===== src/rtl/mem_port_arbiter.sv =====
// Arbitrates one single-port synchronous memory between the fetch (pc) and load/store ports.
// Optional build macro MEM_ARB_PERF_EN adds the o_conflict_cnt performance counter.
module mem_port_arbiter #(
    parameter int unsigned AW         = 16,
    parameter int unsigned DW         = 16,
    parameter int unsigned MAX_STARVE = 4
) (
    input  logic          clk,
    input  logic          reset,
    input  logic [AW-1:0] i_pc_addr,
    input  logic          i_pc_rd,
    output logic          o_pc_waitreq,
    output logic [DW-1:0] o_pc_rddata,
    output logic          o_pc_rddatavalid,
    input  logic [AW-1:0] i_ldst_addr,
    input  logic          i_ldst_rd,
    input  logic          i_ldst_wr,
    input  logic [DW-1:0] i_ldst_wrdata,
    output logic          o_ldst_waitreq,
    output logic [DW-1:0] o_ldst_rddata,
    output logic          o_ldst_rddatavalid,
    output logic [AW-1:0] o_mem_addr,
    output logic          o_mem_rd,
    output logic          o_mem_wr,
    output logic [DW-1:0] o_mem_wrdata,
`ifdef MEM_ARB_PERF_EN
    output logic [15:0]   o_conflict_cnt,
`endif
    input  logic [DW-1:0] i_mem_rddata
);

    localparam int unsigned SW = 4;
    localparam int unsigned TW = 2;
    localparam logic [SW-1:0] STARVE_MAX = SW'(MAX_STARVE);

    localparam logic [TW-1:0] IDLE      = 2'd0;
    localparam logic [TW-1:0] PC_PEND   = 2'd1;
    localparam logic [TW-1:0] LDST_PEND = 2'd2;

    logic          pc_req;
    logic          ldst_req;
    logic          grant_pc;
    logic          grant_ldst;
    logic          pc_valid;
    logic          ldst_valid;
    logic [SW-1:0] starve_cnt;
    logic [SW-1:0] starve_nxt;
    logic [TW-1:0] rd_tag;
    logic [TW-1:0] rd_tag_nxt;
    logic [DW-1:0] pc_rddata_q;
    logic [DW-1:0] ldst_rddata_q;

    // Grant: ldst wins conflicts until pc has been denied MAX_STARVE cycles in a row.
    always_comb begin
        pc_req     = i_pc_rd;
        ldst_req   = i_ldst_rd | i_ldst_wr;
        grant_pc   = 1'b0;
        grant_ldst = 1'b0;
        if (reset) begin
            if (ldst_req && (!pc_req || (starve_cnt < STARVE_MAX))) begin
                grant_ldst = 1'b1;
            end else if (pc_req) begin
                grant_pc = 1'b1;
            end
        end
    end

    // Memory drive and back-pressure for the current cycle.
    always_comb begin
        o_mem_addr = '0;
        if (grant_pc) begin
            o_mem_addr = i_pc_addr;
        end else if (grant_ldst) begin
            o_mem_addr = i_ldst_addr;
        end
        o_mem_rd       = grant_pc | (grant_ldst & ~i_ldst_wr);
        o_mem_wr       = grant_ldst & i_ldst_wr;
        o_mem_wrdata   = i_ldst_wrdata;
        o_pc_waitreq   = reset & pc_req & ~grant_pc;
        o_ldst_waitreq = reset & ldst_req & ~grant_ldst;
    end

    // Next starve count and read-return tag.
    always_comb begin
        starve_nxt = '0;
        if (pc_req && !grant_pc) begin
            starve_nxt = (starve_cnt == STARVE_MAX) ? starve_cnt : starve_cnt + SW'(1);
        end
        rd_tag_nxt = IDLE;
        if (grant_pc) begin
            rd_tag_nxt = PC_PEND;
        end else if (grant_ldst && !i_ldst_wr) begin
            rd_tag_nxt = LDST_PEND;
        end
    end

    // Read data passes straight through in the return cycle; otherwise each port holds its last word.
    always_comb begin
        pc_valid           = reset & (rd_tag == PC_PEND);
        ldst_valid         = reset & (rd_tag == LDST_PEND);
        o_pc_rddatavalid   = pc_valid;
        o_ldst_rddatavalid = ldst_valid;
        o_pc_rddata        = pc_valid ? i_mem_rddata : pc_rddata_q;
        o_ldst_rddata      = ldst_valid ? i_mem_rddata : ldst_rddata_q;
    end

    always_ff @(posedge clk) begin
        if (!reset) begin
            starve_cnt    <= '0;
            rd_tag        <= IDLE;
            pc_rddata_q   <= '0;
            ldst_rddata_q <= '0;
        end else begin
            starve_cnt <= starve_nxt;
            rd_tag     <= rd_tag_nxt;
            if (pc_valid) begin
                pc_rddata_q <= i_mem_rddata;
            end
            if (ldst_valid) begin
                ldst_rddata_q <= i_mem_rddata;
            end
        end
    end

`ifdef MEM_ARB_PERF_EN
    logic [15:0] conflict_cnt;

    // Counts every cycle both ports request, wrapping naturally.
    always_ff @(posedge clk) begin
        if (!reset) begin
            conflict_cnt <= '0;
        end else if (pc_req && ldst_req) begin
            conflict_cnt <= conflict_cnt + 16'd1;
        end
    end

    assign o_conflict_cnt = conflict_cnt;
`endif

endmodule


===== config.mk =====
export PLATFORM = sky130hd
export DESIGN_NAME = mem_port_arbiter
export DESIGN_NICKNAME = d
export VERILOG_FILES = /design/src/rtl/mem_port_arbiter.sv
export SDC_FILE = /design/constraint.sdc
export NUM_CORES = 1
export LEC_CHECK = 0
export BUFFER_PORTS_ARGS = -buffer_cell sky130_fd_sc_hd__buf_2
export CAP_MARGIN = 30
export CORE_UTILIZATION = 43
export CTS_CLUSTER_DIAMETER = 50
export DETAILED_ROUTE_END_ITERATION = 8
export HOLD_SLACK_MARGIN = 0.15
export PLACE_DENSITY = 0.85
export SLEW_MARGIN = 20
export SYNTH_ARGS = -nofsm -noshare
export SYNTH_HDL_FRONTEND = slang
export SYNTH_SLANG_ARGS = --single-unit

===== constraint.sdc =====
create_clock -name clk -period 1.8 [get_ports clk]
set_clock_uncertainty 0.15 [all_clocks]
set_input_delay 0.27 -clock clk [delete_from_list [all_inputs] [get_ports clk]]
set_output_delay 0.27 -clock clk [all_outputs]
set_load 0.05 [all_outputs]

After elaboration in Yosys (flattened, before gate mapping)
Index checks and enable logic that the tools add are counted.
{"block": "totals", "reg_bits": 38, "input_bits": 69}
{"block": "op_classes", "n_addsub": 1, "n_lt_le_gt_ge": 1, "eq_ne": 3, "n_mux": 11, "bitwise_logic": 14, "reduce_logical": 9}
{"op": "$mux W16", "count": 4}
{"op": "$and A1 B1 Y1", "count": 8}
{"op": "$mux W1", "count": 6}
{"op": "$add A4 B1 Y4 const B", "count": 1}
{"op": "$eq A4 B3 Y1 const B", "count": 1}
{"op": "$lt A4 B3 Y1 const B", "count": 1}
{"op": "$not A1 Y1", "count": 4}
{"op": "$logic_and A1 B1 Y1", "count": 3}
{"op": "$logic_not A1 Y1", "count": 3}
{"op": "$eq A2 B1 Y1 const B", "count": 1}
{"op": "$eq A2 B2 Y1 const B", "count": 1}
{"op": "$mux W2", "count": 1}
{"op": "$or A1 B1 Y1", "count": 2}
{"op": "$reduce_and A2 Y1", "count": 1}
{"op": "$reduce_or A2 Y1", "count": 1}
{"op": "$logic_or A1 B1 Y1", "count": 1}

Longest topological paths before layout
Gate-level depths: netlist of run 1.
{"block": "depth", "depth_word": 8, "mapped_depth": 5, "ltp_nobuf": 3}

Least setup slack after synthesis of run 1
Ideal clock, no wire load.
{"block": "synth_timing", "path_kind": "input -> register", "from": "input reset", "to": "register starve_cnt[0]", "setup_time_ps": 68, "arrival_ps": 2325, "setup_slack_ps": -742, "path_stages": 4, "path_cell_list": "buf_4 > nand2_1 > nor4_1 > and2_1"}
{"block": "synth_via", "elab_chain_cells": 4}
{"item": "from (decl)", "line_no": "9", "text": "input logic reset,"}
{"item": "$mux W1", "line_no": "59", "text": "if (reset) begin"}
{"item": "$logic_not A1 Y1", "line_no": "86", "text": "if (pc_req && !grant_pc) begin"}
{"item": "$logic_and A1 B1 Y1", "line_no": "86"}
{"item": "$reduce_and A2 Y1 (no source line) (*)"}
{"item": "to (signal assigned)", "line_no": "114", "text": "starve_cnt <= starve_nxt;"}
{"item": "to (decl)", "line_no": "46", "text": "logic [SW-1:0] starve_cnt;"}
Mark *: on every way between the ends. The rest lies on a longest branch, timed or not.
A chain may end at the register's enable or synchronous reset.

Worst setup path in the final report of run 1
{"block": "layout_timing", "from": "register rd_tag[0]", "to": "output o_ldst_rddata[9]"}
{"block": "layout_via", "elab_chain_cells": 3}
{"item": "from (decl)", "line_no": "48", "text": "logic [TW-1:0] rd_tag;"}
{"item": "from (signal assigned)", "line_no": "115", "text": "rd_tag <= rd_tag_nxt;"}
{"item": "$eq A2 B2 Y1", "line_no": "100", "text": "ldst_valid = reset & (rd_tag == LDST_PEND);"}
{"item": "$and A1 B1 Y1", "line_no": "100"}
{"item": "$mux W16"}
{"item": "to (decl)", "line_no": "20", "text": "output logic [DW-1:0] o_ldst_rddata,"}
No other way between the ends.

==> results.toml, run 1 <==
[synthesis]
synth_nets = 316
syn-instance-count = 245
avgSynthCellArea_um2 = 8.86
ys_ff_latch = 38
yosysSeqAreaShare = 0.350
netlist-cell-type-count = 27
yosysWarnings = 0
mappedNetlistArea_um2 = 2170

[layout]
layout_common_cells = "66 x nand2_1, 52 x buf_2, 47 x buf_6, 34 x dfxtp_1, 32 x a21oi_1"
layout.cells.non_filler = 430
n_fill_cell = 329
drive_above_1_share = 0.521
finalInstanceArea_um2 = 3470
area_growth_pct = 59.9
layout_commonest_cell = "nand2_1"
diodes = 0
nNetsFinal = 433
finish.utilization = 0.725

[clock_tree]
clk_latency_ps = 290
cts_tree = "yes"
clk_path_buf_depth = 2
ctsRootBufferMaster = "clkbuf_8"
numClockSinks = 38
htreeDepth = 2
cts_buffers = 5
path_clk_slew_ps = 70

[global_routing]
grt_antenna_before_repair = 0
track_usage = 0.249
overflow = 0
grt_max_degree = 33
grt_pass1_vias = 2140
grt_pass1_wl_mm = 9.88

[sta]
hold_slack_ps = 263
setup_tns_ps = -7630
hold_viol_final = 0
finalWorstSetupSlack_ps = -190
rsz0062_at_grt = "yes"
finalCritPeriodShare = 1.11
fmax_mhz = 503
final-setup-viol-count = 49
period_minus_slack_ps = 1990
slew_viol_final = 0

[job]
drv_cap = 0

[worst_hold_path]
hold_class = "in -> reg"

[power_and_ir_drop]
p_leak_nw = 1.60
seqPwrFrac = 0.377
swShare = 0.316
clockPowerShare = 0.298
switching_power_uw = 741
p_int_mw = 1.60
post-layout-total-power_mw = 2.34
ir_drop_mv = 0.432
power_frac_comb = 0.324
powerDensity_nw_per_um2 = 675

[critical_path]
cp-end-kind = "output port"
crit_arrival_ps = 1570
start_kind = "flop"
worst-setup-path-type = "reg -> out"
crit_required_ps = 1380
path_max_fanout = 8

[route]
dr.pass1.iters = 4
wl_per_cell_um = 15.0
drtAntennaViolNets = 0
vias = 2174
drt_wl_total_mm = 6.45
drt-initial-drc-count = 126
viasPerCell = 5.06
drc_errors = 0

[floorplan]
fp-row-count = 25
die_w_um = 73.1
coreArea_um2 = 4790
ios = 139
start_util = 0.454
die_h_um = 73.1
die_area_um2 = 5340

[place]
port-buffer-count = 106
dp_cells = 396
dp_hpwl_mm = 3.94
placed_area_um2 = 2690
dp_slack_ps = -33.9
place_congestion = 0.821

[outcome]
violations = "negative setup slack"
run_status = "complete, but fails checks"
==> power groups by stage <==
stage | clock (mW) | combinational (mW) | sequential, mW
2_1_floorplan | 0 | 0.526 | 0.899
3_3_place_gp | 0 | 0.585 | 0.902
3_5_place_dp | 0 | 0.593 | 0.903
4_1_cts | 0.710 | 0.745 | 0.884
5_1_grt | 0.759 | 0.798 | 0.887
6_report | 0.699 | 0.760 | 0.884
==> logic make-up (layout without fill, tap and decap cells) <==
family,count (synthesis),in the layout,share of synthesized area
AOI/OAI and AO/OA,51,51,0.149
buffers and inverters,38,152,0.119
muxes,32,32,0.197
DFF,38,38,0.350
and+or+nand+nor,83,87,0.172
adders and majority gates,2,2,0.0115
other,1,1,0.00173
==> worst max-delay path, cell delays in order (launching register included) <==
cell and delay (ps):
dfxtp_2 330, and2b_4 360, nand2_8 110, mux2_4 330, buf_8 150
==> cell usage after synthesis, drive strengths merged <==
cell / n / share of area
a21oi: 32 / 0.074
mux2: 32 / 0.20
conb: 1 / 0.0017
and2b: 2 / 0.0069
nor3b: 1 / 0.0086
o21bai: 1 / 0.0035
nor2: 3 / 0.0063
nor4: 1 / 0.0029
ha: 2 / 0.012
buf: 28 / 0.10
o311a: 1 / 0.0046
and2: 3 / 0.0086
nand2b: 3 / 0.0086
a22o: 16 / 0.065
and3: 1 / 0.0029
inv: 5 / 0.0086
o21ai: 1 / 0.0023
dfxtp: 38 / 0.35
nor3: 1 / 0.0023
clkbuf: 5 / 0.0086
nand2: 68 / 0.12
==> registers in the layout (all words and copies together) (netlist names) <==
| signal | flops |
|---|---|
| ldst_rddata_q | 16 |
| pc_rddata_q | 16 |
| starve_cnt | 4 |
| rd_tag | 2 |
==> cell type report <==
| cell class | count | area, um^2 | area share |
|---|---|---|---|
| multi-input combinational | 173 | 1300 | 0.373 |
| clock buffer | 7 | 76.3 | 0.0220 |
| inverter | 5 | 18.8 | 0.00541 |
| sequential | 38 | 768 | 0.221 |
| tap | 67 | 83.8 | 0.0242 |
| clock inverter | 1 | 30.0 | 0.00865 |
| timing repair buffer | 139 | 1200 | 0.345 |
==> timing repair <==
action | 4_1_cts | 5_1_grt
setup endpoints to repair | 53 | 53
gates cloned | 4 | 0
hold buffers | 18 | 0
gates resized for setup | 118 | 9
pin swaps | 3 | 1
buffers inserted | 2 | 2
hold endpoints to repair | 33 | 0
==> path summary, 6_finish.rpt <==
kind                                                start  slack [ps]                   endpoint  cells past startpoint
worst min-delay path                              i_pc_rd         260       rd_tag[0]$_SDFF_PN0_                      3
worst max-delay path                 rd_tag[0]$_SDFF_PN0_        -190           o_ldst_rddata[9]                      4
worst min register to register  pc_rddata_q[8]$_SDFF_PN0_         310  pc_rddata_q[8]$_SDFF_PN0_                      2
worst max register to register       rd_tag[0]$_SDFF_PN0_         330  pc_rddata_q[7]$_SDFF_PN0_                      6
==> routing by layer <==
| metal | track usage | part of all wire |
|---|---|---|
| met3 | 0.0483 | 0.057 |
| met4 | 0.0806 | 0.017 |
| met5 | 0 | 0 |
| met2 | 0.488 | 0.54 |
| met1 | 0.263 | 0.39 |
No activity file was read; power rests on OpenSTA's default activity.
==> inputs of run 2 (changes only) <==
--- a/config.mk
+++ b/config.mk
@@ -12,6 +12,7 @@
 export DETAILED_ROUTE_END_ITERATION = 8
 export HOLD_SLACK_MARGIN = 0.15
 export PLACE_DENSITY = 0.85
+export SETUP_SLACK_MARGIN = 0.4
 export SLEW_MARGIN = 20
 export SYNTH_ARGS = -nofsm -noshare
 export SYNTH_HDL_FRONTEND = slang
==> constraint.sdc (replaced) <==
create_clock -name clk -period 2.2 [get_ports clk]
set_clock_uncertainty 0.15 [all_clocks]
set_input_delay 0.33 -clock clk [delete_from_list [all_inputs] [get_ports clk]]
set_output_delay 0.33 -clock clk [all_outputs]
set_load 0.05 [all_outputs]
==> run 2 against run 1 <==
  * Largest cell class unchanged
  * The run now ends clean
  * Sequential share of layout area is 1.4 points higher
  * Critical path type unchanged
  * Global-route usage shrank 2.6 points
  * Worst hold slack got worse by 110 ps
  * Critical endpoint is now o_pc_rddata[13]
  * Utilization down 4.2 points
  * Combinational power decreased by 22%
==> results.toml, run 2 (same netlist as run 1, synthesis figures left out) <==
[route]
drtAntennaViolNets = 0
drc_errors = 0
drt-initial-drc-count = 86
vias = 2097
dr.pass1.iters = 5
drt_wl_total_mm = 5.96
viasPerCell = 5.11
wl_per_cell_um = 14.5

[job]
drv_cap = 0

[sta]
final-setup-viol-count = 0
slew_viol_final = 0
rsz0062_at_grt = "yes"
hold_viol_final = 0
fmax_mhz = 487
worst_pin_slew_ps = 661
period_minus_slack_ps = 2050
setup_tns_ps = 0
relSlewSlack = 0.559
finalCritPeriodShare = 0.933

[layout]
finish.utilization = 0.683
multi_input_area_um2 = 1290
area_growth_pct = 50.6
drive_above_1_share = 0.554
diodes = 0
n_fill_cell = 368
seqCellArea_um2 = 771
reg_top3 = "ldst_rddata_q (16), pc_rddata_q (16), starve_cnt (4)"
layout_common_cells = "66 x nand2_1, 52 x buf_2, 50 x buf_6, 34 x dfxtp_1, 32 x a21oi_1"
layout_commonest_cell = "nand2_1"
nNetsFinal = 413

[place]
dp_hpwl_mm = 3.83
port-buffer-count = 106
place_congestion = 0.811

[global_routing]
track_usage = 0.223
grt_pass1_wl_mm = 9.03
use_met3 = 0.0525
grt_use_met1 = 0.229
use_met2 = 0.445
grt_pass1_vias = 1999
grt_antenna_before_repair = 0
overflow = 0
busiest_layer = "met2"
grt_max_degree = 33

[floorplan]
start_util = 0.454
coreArea_um2 = 4790
ios = 139
die_area_um2 = 5340
die_w_um = 73.1
die_h_um = 73.1
fp-row-count = 25

[power_and_ir_drop]
clockPowerShare = 0.271
power_frac_comb = 0.329
swShare = 0.333
ir_drop_mv = 0.369
powerDensity_nw_per_um2 = 552
switching_power_uw = 602
seqPwrFrac = 0.400
p_leak_nw = 1.51
p_int_mw = 1.20

[clock_tree]
htreeDepth = 2
cts_buffers = 5
numClockSinks = 38
clk_latency_ps = 280
ctsHoldBuffers = 0
clk_path_buf_depth = 2
cts_tree = "yes"
path_clk_slew_ps = 70
ctsRootBufferMaster = "clkbuf_8"

[critical_path]
crit_arrival_ps = 1570
cp-end-kind = "output port"
start_kind = "flop"
worstPathCellList = "and2b_4 -> nand2_8 -> mux2_4 -> buf_8"
worst-setup-path-type = "reg -> out"
crit_path_top_delay_cell = "and2b_4"
crit_required_ps = 1720
cp_slowest_stage_delay_ps = 360
path_max_fanout = 8

[worst_hold_path]
hold_class = "in -> reg"

[outcome]
run_status = "finished, final reports clean"
run 2: final cells by class:
class / instances / area share
multi-input cells: 172 / 0.394
repair buffers: 120 / 0.310
flip-flops and latches: 38 / 0.236
clock buffers: 7 / 0.0264
well taps: 67 / 0.0256
inverters: 5 / 0.00651
clock inverters: 1 / 0.00153
run 2: what timing repair did:
action,4_1_cts,5_1_grt
setup endpoints to repair,52,53
setup buffers,6,4
pin swaps,2,2
gates resized for setup,118,15
gates cloned,3,0
run 2: power by group through the flow:
stage	sequential, mW	combinational, mW	clock (mW)
CTS	0.722	0.577	0.503
finish	0.722	0.593	0.489
global route	0.725	0.619	0.531
detailed placement	0.739	0.473	0
floorplan	0.736	0.431	0
global placement	0.737	0.466	0
run 2: final timing paths:
check	slack, ps	endpoint	cells after the start	from
max	150	o_pc_rddata[13]	4	rd_tag[1]$_SDFF_PP0_
max reg2reg	660	ldst_rddata_q[10]$_SDFF_PN0_	4	rd_tag[0]$_SDFF_PN0_
min reg2reg	300	pc_rddata_q[15]$_SDFF_PN0_	2	pc_rddata_q[15]$_SDFF_PN0_
min	150	pc_rddata_q[0]$_SDFF_PN0_	3	i_mem_rddata[0]
run 2: worst max-delay path, delay by kind of cell (launching register included):
family,cells,cell delay [ps]
flip-flops,1,330
buffers and inverters,1,150
multiplexers,1,330
AND/OR/NAND/NOR,2,470
run 2: metal layers:
metal	routed length, um	vias to the layer above
met5	0	-
met4	37	0
met3	471	4
met2	3400	121
met1	2060	967
li1	-	1005
run 2: stage by stage:
step	power (mW)	cell area, um^2	hold slack [ps]	instances	setup slack [ps]
finish	1.80	3270	152	410	147
global route	1.88	3270	164	410	94.5
CTS	1.80	3190	150	406	157
global placement	1.20	2630	288	389	128
detailed placement	1.21	2630	297	389	66.9
floorplan	1.17	2210	283	245	353
==> inputs of run 3 (changes only) <==
--- a/config.mk
+++ b/config.mk
@@ -7,11 +7,11 @@
 export LEC_CHECK = 0
 export BUFFER_PORTS_ARGS = -buffer_cell sky130_fd_sc_hd__buf_2
 export CAP_MARGIN = 30
-export CORE_UTILIZATION = 43
+export CORE_UTILIZATION = 40
 export CTS_CLUSTER_DIAMETER = 50
 export DETAILED_ROUTE_END_ITERATION = 8
 export HOLD_SLACK_MARGIN = 0.15
-export PLACE_DENSITY = 0.85
+export PLACE_DENSITY = 0.8
 export SETUP_SLACK_MARGIN = 0.4
 export SLEW_MARGIN = 20
 export SYNTH_ARGS = -nofsm -noshare
==> run 3 against run 2 <==
  * Worst setup slack worse by 6.6 ps
  * Fmax decreased by 0.32%
  * Power decreased by 1.4%
  * Register-to-register slack improved by 40 ps
  * Combinational power is essentially flat
  * Utilization is 5.5 points lower
  * Critical path type unchanged
  * Largest power group unchanged
==> results.toml, run 3 (same netlist as run 1, synthesis figures left out) <==
[clock_tree]
ctsHoldBuffers = 0
clk_path_buf_depth = 2
clk_latency_ps = 280
numClockSinks = 38
htreeDepth = 2
cts_buffers = 5
cts_tree = "yes"
path_clk_slew_ps = 70
ctsRootBufferMaster = "clkbuf_8"

[power_and_ir_drop]
seqPwrFrac = 0.407
ir_drop_mv = 0.266
post-layout-total-power_mw = 1.78
p_leak_nw = 1.49
power_frac_comb = 0.332
switching_power_uw = 591
swShare = 0.333
powerDensity_nw_per_um2 = 548
p_int_mw = 1.19
clockPowerShare = 0.261

[layout]
drive_above_1_share = 0.550
finish.utilization = 0.628
reg_top3 = "ldst_rddata_q (16), pc_rddata_q (16), starve_cnt (4)"
n_fill_cell = 429
layout_commonest_cell = "nand2_1"
layout.cells.non_filler = 408
layout_common_cells = "66 x nand2_1, 52 x buf_2, 50 x buf_6, 34 x dfxtp_1, 32 x a21oi_1"
nNetsFinal = 410
diodes = 0
area_growth_pct = 49.6

[sta]
worst_pin_slew_ps = 679
rsz0062_at_grt = "yes"
period_minus_slack_ps = 2060
setup_tns_ps = 0
finalCritPeriodShare = 0.936
slew_viol_final = 0
hold_viol_final = 0
finalWorstSetupSlack_ps = 141
final-setup-viol-count = 0
relSlewSlack = 0.547
fmax_mhz = 486

[critical_path]
cp-end-kind = "output port"
crit_arrival_ps = 1580
path_max_fanout = 16
worst-setup-path-type = "reg -> out"
crit_required_ps = 1720
start_kind = "flop"
r2r_slack_ps = 700

[floorplan]
coreArea_um2 = 5170
ios = 139
die_w_um = 75.7
die_h_um = 75.7
fp-row-count = 26
die_area_um2 = 5730
start_util = 0.420

[worst_hold_path]
hold_class = "in -> reg"

[place]
dp_slack_ps = 46.4
place_congestion = 0.724
port-buffer-count = 106
dp_hpwl_mm = 3.81
dp_cells = 393

[route]
drt-initial-drc-count = 118
drtAntennaViolNets = 0
drt_wl_total_mm = 6.22
dr.pass1.iters = 4
wl_per_cell_um = 15.3
drc_errors = 0
vias = 2055
viasPerCell = 5.04

[global_routing]
grt_pass1_vias = 2025
grt_antenna_before_repair = 0
grt_max_degree = 33
overflow = 0
track_usage = 0.219
grt_pass1_wl_mm = 9.22

[job]
drv_cap = 0

[outcome]
run_status = "finished, final reports clean"
## run 3: changes by cell type in the layout (fill, tap and decap cells not counted), sizes merged
cell,previous run,this run
nand2,71,72
clkbuf,8,7
clkinv,1,0
buf,119,115
## run 3: timing repair
| item | in CTS | in global routing |
|---|---|---|
| hold endpoints to repair | 0 | 0 |
| buffers inserted | 3 | 2 |
| cloned | 4 | 0 |
| pin swaps | 2 | 2 |
| gates resized for setup | 126 | 11 |
| setup endpoints to repair | 53 | 53 |
## run 3: final timing paths
check	startpoint	endpoint	cells after the start
setup / recovery	starve_cnt[3]$_SDFFE_PN0N_	o_mem_addr[12]	5
hold / removal	i_mem_rddata[15]	pc_rddata_q[15]$_SDFF_PN0_	3
hold reg to reg	pc_rddata_q[0]$_SDFF_PN0_	pc_rddata_q[0]$_SDFF_PN0_	2
setup reg to reg	rd_tag[1]$_SDFF_PP0_	pc_rddata_q[9]$_SDFF_PN0_	4
## run 3: area by class of cell
cell class / count / area, um^2 / share of cell area
Tap cell: 70 / 87.6 / 0.0270
Clock buffer: 6 / 82.6 / 0.0254
Multi-Input combinational cell: 173 / 1300 / 0.402
Inverter: 5 / 23.8 / 0.00732
Timing Repair Buffer: 116 / 978 / 0.301
Sequential cell: 38 / 771 / 0.237
## run 3: per-stage QoR
step,hold WS (ps),area [um^2]
2_1_floorplan,283,2210
3_3_place_gp,288,2620
3_5_place_dp,295,2620
4_1_cts,157,3180
5_1_grt,161,3250
6_report,159,3250
## run 3: critical path: stages, from the launching register on
cell and delay (ps):
dfxtp_4 370, o21ai_4 170, nor3b_4 250, buf_12 170, a22o_1 160, buf_6 160
## run 3: power by group through the flow
stage          sequential [mW]  combinational [mW]  clock, mW
2_1_floorplan            0.736               0.431          0
3_3_place_gp             0.738               0.464          0
3_5_place_dp             0.739               0.471          0
4_1_cts                  0.723               0.578      0.478
5_1_grt                  0.725               0.622      0.514
6_report                 0.723               0.591      0.465
## run 3: per-layer routing
layer	up-vias	wire length, um	part of all wire	global-route usage
li1	999	-	-	-
met1	952	2290	0.37	0.225
met2	97	3480	0.56	0.440
met3	7	391	0.063	0.0542
met4	0	67	0.011	0.0535
met5	-	0	0	0
